==> config.mk <==
export PLATFORM = sky130hd
export DESIGN_NAME = reiter_column_engine
export DESIGN_NICKNAME = d
export VERILOG_FILES = /design/src/rtl/reiter_column_engine.sv
export SDC_FILE = /design/constraint.sdc
export NUM_CORES = 2
export LEC_CHECK = 0
export ABC_CLOCK_PERIOD_IN_PS = 29800
export BUFFER_PORTS_ARGS = -buffer_cell sky130_fd_sc_hd__buf_4
export CORE_MARGIN = 3
export CORE_UTILIZATION = 40
export DETAILED_ROUTE_END_ITERATION = 12
export GPL_TIMING_DRIVEN = 0
export PLACE_DENSITY = 0.56
export SKIP_LAST_GASP = 1
export SLEW_MARGIN = 5
export SYNTH_ARGS = -nofsm -noshare
export SYNTH_HDL_FRONTEND = slang
export SYNTH_SLANG_ARGS = --single-unit
==> constraint.sdc <==
create_clock -name clk -period 29.8 [get_ports clk]
set_input_delay 1.49 -clock clk [delete_from_list [all_inputs] [get_ports clk]]
set_output_delay 1.49 -clock clk [all_outputs]
set_load 0.01 [all_outputs]
==> src/rtl/reiter_column_engine.sv <==
// rtl/reiter_column_engine.sv - single-column Reiter snowflake engine with u/v cell storage
//
// Purpose: owns the u/v/frozen state of NUM_CELLS hex cells in one column,
// seeds the column, then runs num_steps iterations of a receptive/split sweep
// followed by a diffusion/freeze sweep. Results are read through a side port.
//
// Ports:
//   clk, reset            clock, asynchronous active-high reset
//   start                 one-cycle run request, honoured only when idle
//   num_steps             iterations to run (latched on start)
//   alpha, beta, gamma    diffusion constant, background vapour, receptive vapour addition (latched on start)
//   busy, done            run in progress / one-cycle completion pulse
//   steps_done            completed iterations
//   frozen_count          frozen cells after the last completed sweep
//   rd_addr               host read address
//   rd_u, rd_v, rd_frozen cell contents one cycle after rd_addr, held while busy
module reiter_column_engine #(
    parameter int NUM_CELLS = 11,
    parameter int CENTER    = 5,
    parameter int DATA_W    = 18,
    parameter int FRAC_W    = 16,
    parameter int ADDR_W    = 16,
    parameter int STEP_W    = 16
) (
    input  logic              clk,
    input  logic              reset,
    input  logic              start,
    input  logic [STEP_W-1:0] num_steps,
    input  logic [DATA_W-1:0] alpha,
    input  logic [DATA_W-1:0] beta,
    input  logic [DATA_W-1:0] gamma,
    output logic              busy,
    output logic              done,
    output logic [STEP_W-1:0] steps_done,
    output logic [ADDR_W-1:0] frozen_count,
    input  logic [ADDR_W-1:0] rd_addr,
    output logic [DATA_W-1:0] rd_u,
    output logic [DATA_W-1:0] rd_v,
    output logic              rd_frozen
);

    // cnt must reach NUM_CELLS+1 (last diffusion write)
    localparam int CNT_W = $clog2(NUM_CELLS + 2);
    // working width for sums and products; comfortably above 2*DATA_W
    localparam int PW    = 2 * DATA_W + 6;

    typedef logic signed [DATA_W-1:0] data_t;
    typedef logic signed [PW-1:0]     wide_t;

    localparam wide_t ONE_P     = wide_t'(1) <<< FRAC_W;
    localparam data_t ONE_D     = data_t'(ONE_P);
    // round(2^FRAC_W / 6): 2^FRAC_W mod 6 is 2 or 4, so adding 3 rounds to nearest
    localparam wide_t ONE_SIXTH = (ONE_P + wide_t'(3)) / wide_t'(6);
    localparam wide_t SAT_MAX   = (wide_t'(1) <<< (DATA_W - 1)) - wide_t'(1);
    localparam wide_t SAT_MIN   = -(wide_t'(1) <<< (DATA_W - 1));

    typedef enum logic [2:0] {
        S_IDLE,
        S_INIT,
        S_SPLIT,
        S_DIFFUSE,
        S_DONE
    } state_t;

    function automatic data_t sat(input wide_t x);
        if (x > SAT_MAX)      sat = data_t'(SAT_MAX);
        else if (x < SAT_MIN) sat = data_t'(SAT_MIN);
        else                  sat = data_t'(x);
    endfunction

    state_t               state;
    logic [CNT_W-1:0]     cnt;
    logic [STEP_W-1:0]    ns_q;
    data_t                alpha_q;
    data_t                beta_q;
    data_t                gamma_q;
    logic [NUM_CELLS-1:0] frozen;

    // diffusion window: pre-sweep u of cell i-1 and i, plus v of cell i
    data_t                w_prev;
    data_t                w_cur;
    data_t                v_cur;

    // cell RAMs, one registered read port and one write port each
    data_t                u_mem [NUM_CELLS];
    data_t                v_mem [NUM_CELLS];
    data_t                u_q;
    data_t                v_q;

    logic [CNT_W-1:0]     r_idx;
    logic [CNT_W-1:0]     w_idx;
    logic                 u_we;
    logic                 v_we;
    data_t                u_wdata;
    data_t                v_wdata;
    logic [NUM_CELLS-1:0] receptive;
    logic [NUM_CELLS-1:0] frozen_nxt;
    logic [ADDR_W-1:0]    pop_nxt;

    data_t                nb_dn;
    data_t                u_new;
    wide_t                sum_w;
    wide_t                avg_w;
    wide_t                diff_w;
    wide_t                delta_w;
    logic                 freeze_now;

    always_ff @(posedge clk) begin
        if (u_we) u_mem[w_idx] <= u_wdata;
        if (v_we) v_mem[w_idx] <= v_wdata;
        u_q <= u_mem[r_idx];
        v_q <= v_mem[r_idx];
    end

    always_comb begin
        // shifts drop the out-of-range neighbours, which count as not frozen
        receptive = frozen | (frozen << 1) | (frozen >> 1);
        r_idx     = (cnt < CNT_W'(NUM_CELLS)) ? cnt : '0;

        // Diffusion of cell cnt-2: w_prev = u[i-1], w_cur = u[i], u_q = u[i+1].
        // Past the bottom of the column the neighbour is background vapour.
        nb_dn      = (cnt <= CNT_W'(NUM_CELLS)) ? u_q : beta_q;
        sum_w      = wide_t'(w_prev) + wide_t'(nb_dn) + (wide_t'(beta_q) <<< 2);
        avg_w      = (sum_w * ONE_SIXTH) >>> FRAC_W;
        diff_w     = avg_w - wide_t'(w_cur);
        delta_w    = (wide_t'(alpha_q >>> 1) * diff_w) >>> FRAC_W;
        u_new      = sat(wide_t'(w_cur) + delta_w);
        freeze_now = (wide_t'(u_new) + wide_t'(v_cur)) >= ONE_P;

        u_we       = 1'b0;
        v_we       = 1'b0;
        w_idx      = '0;
        u_wdata    = '0;
        v_wdata    = '0;
        frozen_nxt = frozen;

        case (state)
            S_INIT: begin
                u_we  = 1'b1;
                v_we  = 1'b1;
                w_idx = cnt;
                if (cnt == CNT_W'(CENTER)) begin
                    u_wdata         = '0;
                    v_wdata         = ONE_D;
                    frozen_nxt[cnt] = 1'b1;
                end else begin
                    u_wdata         = beta_q;
                    v_wdata         = '0;
                    frozen_nxt[cnt] = 1'b0;
                end
            end
            S_SPLIT: begin
                // read of cell k issued at cnt=k, its data arrives at cnt=k+1
                if (cnt != '0) begin
                    u_we  = 1'b1;
                    v_we  = 1'b1;
                    w_idx = cnt - CNT_W'(1);
                    if (receptive[w_idx]) begin
                        u_wdata = '0;
                        v_wdata = sat(wide_t'(u_q) + wide_t'(v_q) + wide_t'(gamma_q));
                    end else begin
                        u_wdata = sat(wide_t'(u_q) + wide_t'(v_q));
                        v_wdata = '0;
                    end
                end
            end
            S_DIFFUSE: begin
                // cell i is written two cycles after its read; cell i+1 was
                // already read by then, so only pre-sweep values are used
                if (cnt >= CNT_W'(2)) begin
                    u_we              = 1'b1;
                    w_idx             = cnt - CNT_W'(2);
                    u_wdata           = u_new;
                    frozen_nxt[w_idx] = frozen[w_idx] | freeze_now;
                end
            end
            default: ;
        endcase

        pop_nxt = '0;
        for (int k = 0; k < NUM_CELLS; k++) begin
            pop_nxt = pop_nxt + ADDR_W'(frozen_nxt[k]);
        end
    end

    always_ff @(posedge clk or posedge reset) begin
        if (reset) begin
            state        <= S_IDLE;
            cnt          <= '0;
            ns_q         <= '0;
            alpha_q      <= '0;
            beta_q       <= '0;
            gamma_q      <= '0;
            frozen       <= '0;
            w_prev       <= '0;
            w_cur        <= '0;
            v_cur        <= '0;
            busy         <= 1'b0;
            done         <= 1'b0;
            steps_done   <= '0;
            frozen_count <= '0;
        end else begin
            done <= 1'b0;
            case (state)
                S_IDLE: begin
                    if (start) begin
                        ns_q       <= num_steps;
                        alpha_q    <= alpha;
                        beta_q     <= beta;
                        gamma_q    <= gamma;
                        steps_done <= '0;
                        cnt        <= '0;
                        busy       <= 1'b1;
                        state      <= S_INIT;
                    end
                end
                S_INIT: begin
                    frozen <= frozen_nxt;
                    if (cnt == CNT_W'(NUM_CELLS - 1)) begin
                        cnt          <= '0;
                        frozen_count <= pop_nxt;
                        if (ns_q == '0) begin
                            busy  <= 1'b0;
                            done  <= 1'b1;
                            state <= S_DONE;
                        end else begin
                            state <= S_SPLIT;
                        end
                    end else begin
                        cnt <= cnt + CNT_W'(1);
                    end
                end
                S_SPLIT: begin
                    if (cnt == CNT_W'(NUM_CELLS)) begin
                        cnt    <= '0;
                        // the cell above the top of the column is background vapour
                        w_prev <= beta_q;
                        w_cur  <= beta_q;
                        state  <= S_DIFFUSE;
                    end else begin
                        cnt <= cnt + CNT_W'(1);
                    end
                end
                S_DIFFUSE: begin
                    frozen <= frozen_nxt;
                    if (cnt != '0) begin
                        w_prev <= w_cur;
                        w_cur  <= u_q;
                        v_cur  <= v_q;
                    end
                    if (cnt == CNT_W'(NUM_CELLS + 1)) begin
                        cnt          <= '0;
                        steps_done   <= steps_done + STEP_W'(1);
                        frozen_count <= pop_nxt;
                        if (steps_done + STEP_W'(1) == ns_q) begin
                            busy  <= 1'b0;
                            done  <= 1'b1;
                            state <= S_DONE;
                        end else begin
                            state <= S_SPLIT;
                        end
                    end else begin
                        cnt <= cnt + CNT_W'(1);
                    end
                end
                S_DONE: begin
                    state <= S_IDLE;
                end
                default: begin
                    state <= S_IDLE;
                end
            endcase
        end
    end

    // host readout; frozen while a run owns the RAMs
    always_ff @(posedge clk or posedge reset) begin
        if (reset) begin
            rd_u      <= '0;
            rd_v      <= '0;
            rd_frozen <= 1'b0;
        end else if (!busy) begin
            if (rd_addr < ADDR_W'(NUM_CELLS)) begin
                rd_u      <= u_mem[rd_addr[CNT_W-1:0]];
                rd_v      <= v_mem[rd_addr[CNT_W-1:0]];
                rd_frozen <= frozen[rd_addr[CNT_W-1:0]];
            end else begin
                rd_u      <= '0;
                rd_v      <= '0;
                rd_frozen <= 1'b0;
            end
        end
    end

endmodule

======== Word-level counts from Yosys, hierarchy flattened ========
Memories as Yosys holds them, arrays and structs flattened. A register that Yosys moved wholly into a read port is not among the register bits.
Cells that the tools add are included.
storage, ports and cells
  register bits ........................... 213
  RAM bits ................................ 396
  output and inout port bits .............. 71
  word-level logic and storage cells ...... 178
  memories kept ........................... 2
memories
  memory  words  width  read ports  clocked after Yosys merged registers in  write ports  line  text
  u_mem   11     18     2           1                                        1            85    data_t u_mem [NUM_CELLS];
  v_mem   11     18     2           1                                        1            86    data_t v_mem [NUM_CELLS];
cells by class
  $add $sub $neg .......................... 21
  multipliers ............................. 2
  order comparisons ....................... 17
  eq/ne operators ......................... 15
  mux-type cells .......................... 79
  bitwise logic cells ..................... 6
  reductions and logical operators ........ 19
operators by type and width
  cell                                                                             number
  18-bit two-way mux                                                               18
  18-bit case mux with 2 select lines                                              3
  16-bit two-way mux                                                               4
  16-bit case mux with 2 select lines                                              2
  18-bit by 18-bit adder with 19-bit output                                        3
  18-bit case mux with 3 select lines                                              1
  42-bit by 18-bit > comparator with 1-bit output (second input constant)          1
  42-bit by 18-bit less-than comparator with 1-bit output (second input constant)  1
  17-bit by 21-bit multiplier with 38-bit output                                   1
  21-bit by 15-bit multiplier with 36-bit output (second input constant)           1
  4-bit two-way mux                                                                7
  18-bit by 22-bit adder with 23-bit output                                        1
  23-bit by 18-bit > comparator with 1-bit output (second input constant)          1
  23-bit by 18-bit less-than comparator with 1-bit output (second input constant)  1
  11-bit two-way mux                                                               2
  11-bit bitwise OR                                                                2
  11-bit case mux with 2 select lines                                              1
  19-bit by 20-bit adder with 21-bit output                                        1
  1-bit two-way mux                                                                21
  20-bit by 18-bit subtractor with 21-bit output                                   1
  19-bit by 18-bit adder with 20-bit output                                        1
  4-bit by 5-bit less-than comparator with 1-bit output (second input constant)    4
  19-bit by 18-bit >= comparator with 1-bit output (second input constant)         1
  19-bit by 18-bit > comparator with 1-bit output (second input constant)          1
  other kinds (51)                                                                 79

======== Logic depth before layout (Yosys ltp) ========
  depth in word-level cells ............... 29
  depth in mapped cells ................... 104
  mapped depth without buffers ............ 97

======== Worst setup path before layout ========
No wires, ideal clock.
  path kind ............................... register to register
  start point ............................. register cnt[3]
  end point ............................... register frozen_count[1]
  arrival ................................. 22762 ps
  required time ........................... 29717 ps
  path slack .............................. 6956 ps
  stages on the path, launching flop included .. 97
  path buffers ............................ 9
  period minus slack after synthesis ...... 22844 ps
  cells stage by stage .................... dfrtp_1 -> buf_2 -> clkbuf_1 -> nand2_1 -> clkbuf_1 -> mux2_2 -> fa_1 -> ha_1 -> nor2b_1 -> o31a_1 -> o221a_2 -> o2111ai_1 -> nand2_1 -> o21ai_0 -> nor2b_1 -> xnor2_1 -> xnor2_1 -> fa_1 -> (+61 left out) -> o21bai_1 -> a21oi_1 -> o21ai_0 -> a21oi_1 -> and4b_1 -> a41oi_1 -> a31oi_1 -> clkbuf_1 -> o31ai_1 -> fa_1 -> inv_1 -> fa_1 -> fa_1 -> inv_1 -> fa_1 -> inv_1 -> fa_1 -> o21ai_0
on the way
  word-level cells in the longest chain between the ends .. 29
  elaborated cells on any way between the ends .. 55
RTL lines
  what                                            line      text
  from (decl)                                     72        logic [CNT_W-1:0] cnt;
  from (signal assigned)                          230       cnt <= cnt + CNT_W'(1);
  from (signal assigned)                          241       cnt <= cnt + CNT_W'(1);
  from (signal assigned)                          263       cnt <= cnt + CNT_W'(1);
  4-bit <= comparator                             122       nb_dn = (cnt <= CNT_W'(NUM_CELLS)) ? u_q : beta_q;
  18-bit two-way mux                              122
  18-bit by 18-bit adder with 19-bit output       123       sum_w = wide_t'(w_prev) + wide_t'(nb_dn) + (wide_t'(beta_q) <<< 2);
  19-bit by 20-bit adder with 21-bit output       123
  21-bit by 15-bit multiplier with 36-bit output  124       avg_w = (sum_w * ONE_SIXTH) >>> FRAC_W;
  20-bit by 18-bit subtractor with 21-bit output  125       diff_w = avg_w - wide_t'(w_cur);
  17-bit by 21-bit multiplier with 38-bit output  126       delta_w = (wide_t'(alpha_q >>> 1) * diff_w) >>> FRAC_W;
  18-bit by 22-bit adder with 23-bit output       127       u_new = sat(wide_t'(w_cur) + delta_w);
  (+9 left out)                                   --
  via frozen_nxt[1]                               97        logic [NUM_CELLS-1:0] frozen_nxt;
  (+4 left out)                                   --
  5-bit by 1-bit adder with 6-bit output (*)      182       pop_nxt = pop_nxt + ADDR_W'(frozen_nxt[k]);
  6-bit by 1-bit adder with 7-bit output (*)      182
  7-bit by 1-bit adder with 8-bit output (*)      182
  8-bit by 1-bit adder with 9-bit output (*)      182
  9-bit by 1-bit adder with 10-bit output (*)     182
  10-bit by 1-bit adder with 11-bit output (*)    182
  16-bit two-way mux, on equally long branches    251, 219
  16-bit case mux with 2 select lines (*)         204       case (state)
  to (signal assigned)                            221       frozen_count <= pop_nxt;
  to (signal assigned)                            254       frozen_count <= pop_nxt;
  to (decl)                                       35        output logic [ADDR_W-1:0] frozen_count,
The timed path passes the listed nets; every way through them passes the cells marked *. The select of a mux whose other input is x is not followed.
A chain may end at the register's enable or synchronous reset.

======== Final worst setup path ========
  start point ............................. register cnt[3]
  end point ............................... register frozen_count[1]
on the way
  elaborated cells on any way between the ends .. 55
RTL lines
  what                                            line
  4-bit <= comparator                             122
  18-bit two-way mux                              122
  18-bit by 18-bit adder with 19-bit output       123
  19-bit by 20-bit adder with 21-bit output       123
  21-bit by 15-bit multiplier with 36-bit output  124
  20-bit by 18-bit subtractor with 21-bit output  125
  17-bit by 21-bit multiplier with 38-bit output  126
  18-bit by 22-bit adder with 23-bit output       127
  (+9 left out)                                   --
  via frozen_nxt[3]                               97
  (+2 left out)                                   --
  5-bit by 1-bit adder with 6-bit output (*)      182
  6-bit by 1-bit adder with 7-bit output (*)      182
  7-bit by 1-bit adder with 8-bit output (*)      182
  8-bit by 1-bit adder with 9-bit output (*)      182
  9-bit by 1-bit adder with 10-bit output (*)     182
  10-bit by 1-bit adder with 11-bit output (*)    182
  16-bit two-way mux, on equally long branches    251, 219
  16-bit case mux with 2 select lines (*)         204
Marked as above.

==> results.py <==
metrics = {
    "run_status": {
        "outcome": "complete, no violations",
    },
    "floorplanning": {
        "start_util": 0.404,
        "die_area_um2": 140000,
        "fp-row-count": 134,
        "fp.coreArea_um2": 134000,
        "die_width_um": 374,
        "io-pin-count": 160,
        "die_y_um": 374,
    },
    "critical_path": {
        "max_stage_delay_ns": 0.99,
        "reg2reg_from": "cnt[3]",
        "crit_top_cell": "fa_1",
        "r2r_cells": 90,
        "worstSetupPathType": "flip-flop to flip-flop",
        "cp-start-kind": "flip-flop",
        "worstPathArrival_ns": 28.41,
        "r2r_slack_ns": 1.93,
        "critPathRequiredTime_ns": 30.34,
        "reg2reg_to": "frozen_count[1]",
        "path_max_fanout": 10,
        "cpMaxStageDelayCell": "a21oi_1",
        "cp-end-kind": "flip-flop",
        "worst-path-buf-inv": 18,
        "crit_family": "adder cells",
    },
    "drt": {
        "drtIter0Drc": 3987,
        "dr_total_vias": 41800,
        "detail_route.wl_per_cell_um": 24.0,
        "drc": 0,
        "wl_mm": 177,
        "final_antenna_net_count": 0,
        "drtPass1Iterations": 6,
        "viasPerCell": 5.68,
    },
    "clocking": {
        "cts_root_buffer": "clkbuf_16",
        "clk_path_buf_depth": 3,
        "holdBufCountCts": 0,
        "path_clk_slew_ns": 0.07,
        "cts_tree": "done",
        "cts.sinks": 632,
        "cts_buffers": 71,
        "worstSkewPairLatency_ns": 0.67,
        "cts-htree-levels": 3,
    },
    "timing": {
        "fmaxAchievable_ghz": 0.0359,
        "tightest_slew_ns": 1.42,
        "slew_violations": 0,
        "slew_headroom": 0.0551,
        "fin_crit_sh": 0.935,
        "grt_setup_unrepaired": "false",
        "min_period_ns": 27.87,
        "finClkSkew_ns": 0.0555,
        "finalSetupTns_ns": 0,
        "final_hold_viol_count": 0,
        "finalSetupViolCount": 0,
        "fin_hold_ws_ns": 0.482,
    },
    "place": {
        "dp_cells": 7227,
        "hpwl_mm": 140,
        "port_buffers": 143,
        "place.gp.congestion": 0.928,
        "place_area_um2": 57900,
    },
    "job": {
        "max_cap_violations": 0,
    },
    "hold_path": {
        "min_path_type": "flip-flop to flip-flop",
        "worstHoldStart": "frozen_count[1]",
        "holdPathEnd": "frozen_count[1]",
        "whs_path_depth": 2,
    },
    "layout": {
        "fin_nets": 6473,
        "design_area_um2": 60300,
        "seqCellArea_um2": 17600,
        "nFillCells": 12700,
        "syn2layout_area_growth_pct": 11.6,
        "drive_gt1_frac": 0.0975,
        "stdcell_count": 7361,
        "multi_input_area_um2": 32900,
    },
    "grt": {
        "grt_overflow": 0,
        "grt_use_total": 0.251,
        "grt_max_degree": 97,
        "antenna_found_initial": 3,
        "grt_pass1_vias": 42200,
        "grt_pass1_wl_mm": 266,
    },
    "synth": {
        "syn_avg_cell_area_um2": 10.2,
        "syn_inst": 5280,
        "synth_edf_count": 396,
        "netlist_area_um2": 54100,
        "ys_async_sr_fraction": 0.316,
        "synth_seq_area_share": 0.326,
        "synth_cell_types": 96,
        "ys_ff_latch": 632,
        "yosysWarnings": 0,
        "dominantRegCellSynth": "edfxtp_1",
    },
}
==> worst min-delay path: stages, from the launching register on <==
cell	delay (ns)
dfrtp_1	0.34
nand2_1	0.05
o21ai_0	0.06
==> what timing repair did <==
| item | 4_1_cts | 5_1_grt |
|---|---|---|
| buffers inserted | 0 | 0 |
| gates resized for setup | 0 | 1 |
| endpoints found under the hold margin | 0 | 0 |
| endpoints found under the setup margin | 0 | 1 |
==> metrics by stage <==
step | util | setup WS (ns)
global placement | 0.429 | 2.14
floorplan | - | 6.96
CTS | 0.451 | 1.78
detailed placement | 0.433 | 1.95
finish | 0.451 | 1.93
global route | 0.451 | 0.0370
==> cells in the mapped netlist, types with 18 or more instances <==
library cell / count / area [µm²]
nand2b_1: 33 / 206
o2111ai_1: 18 / 158
o22ai_1: 78 / 488
a22o_1: 39 / 342
mux2_2: 93 / 1050
clkbuf_1: 241 / 905
dfrtp_1: 200 / 5000
nand4_1: 22 / 138
mux4_2: 76 / 1710
buf_1: 18 / 67.6
nor2b_1: 43 / 269
and3_1: 39 / 244
dfxtp_1: 36 / 721
nor3_1: 95 / 475
and2_1: 149 / 932
o31ai_1: 21 / 158
xor2_1: 65 / 569
edfxtp_1: 396 / 11900
xnor2_1: 114 / 998
o211ai_1: 23 / 173
nand3_1: 125 / 626
nand2_1: 567 / 2130
mux2i_1: 82 / 821
ha_1: 353 / 4420
o21a_1: 30 / 225
fa_1: 499 / 9990
nor2_1: 214 / 803
a31oi_1: 19 / 119
inv_1: 668 / 2510
a311oi_1: 85 / 744
a21oi_1: 302 / 1510
a21o_1: 67 / 503
o21ai_0: 220 / 1100
==> how the worst max path moves through the flow <==
stage / startpoint / cells after the start / to
after floorplan: cnt[3] / 96 / frozen_count[1]
after global placement: cnt[3] / 93 / frozen_count[1]
after global routing: cnt[3] / 92 / frozen_count[1]
after CTS: cnt[3] / 93 / frozen_count[1]
after detailed placement: cnt[3] / 93 / frozen_count[1]
final: cnt[3] / 90 / frozen_count[1]
==> layer usage <==
layer	track usage	up-vias	wire length, µm	part of all wire
li1	-	18700	-	-
met1	0.348	21000	75400	0.43
met2	0.400	1732	81300	0.46
met3	0.0333	314	12800	0.072
met4	0.0958	0	7120	0.040
met5	0	-	0	0
==> sequential cells by signal, indices dropped and copies added (netlist names), 11 cells and up <==
| signal | cells |
|---|---|
| alpha_q | 17 |
| beta_q | 18 |
| frozen | 11 |
| gamma_q | 18 |
| ns_q | 16 |
| rd_u | 18 |
| rd_v | 18 |
| steps_done | 16 |
| u_mem | 198 |
| u_q | 18 |
| v_cur | 18 |
| v_mem | 198 |
| v_q | 18 |
| w_cur | 18 |
| w_prev | 18 |
==> logic make-up (layout without fill, tap and decap cells) <==
kind of cell	after synthesis	in the layout	share of synthesized area
multiplexers	252	252	0.0665
flip-flops	632	632	0.326
other	1	14	0.0000693
adder cells (fa/ha/maj)	853	853	0.267
AND/OR/NAND/NOR	1358	1358	0.117
XOR/XNOR	179	179	0.0290
buffers and inverters	958	1258	0.0682
AO/OA/AOI/OAI	1047	1047	0.127
==> cell usage in the layout, fill, tap and decap left out, drive strengths merged, types with 95 or more instances in the layout <==
master / n
dfrtp: 200
inv: 672
a21oi: 306
xnor2: 114
clkbuf: 344
and2: 151
buf: 214
o21ai: 227
nor3: 95
nor2: 214
edfxtp: 396
ha: 353
nand2: 567
fa: 499
nand3: 125
==> final cells by class <==
class | count | share of cell area
Timing Repair Buffer | 168 | 0.0242
Clock inverter | 30 | 0.00637
Multi-Input combinational cell | 3701 | 0.546
Tap cell | 1768 | 0.0367
Buffer | 288 | 0.0195
Antenna cell | 2 | 0.0000830
Clock buffer | 102 | 0.0334
Inverter | 670 | 0.0418
Sequential cell | 632 | 0.292
Power is not shown: default switching activity piles up to over one toggle a cycle in this logic, so the estimate is an artifact.
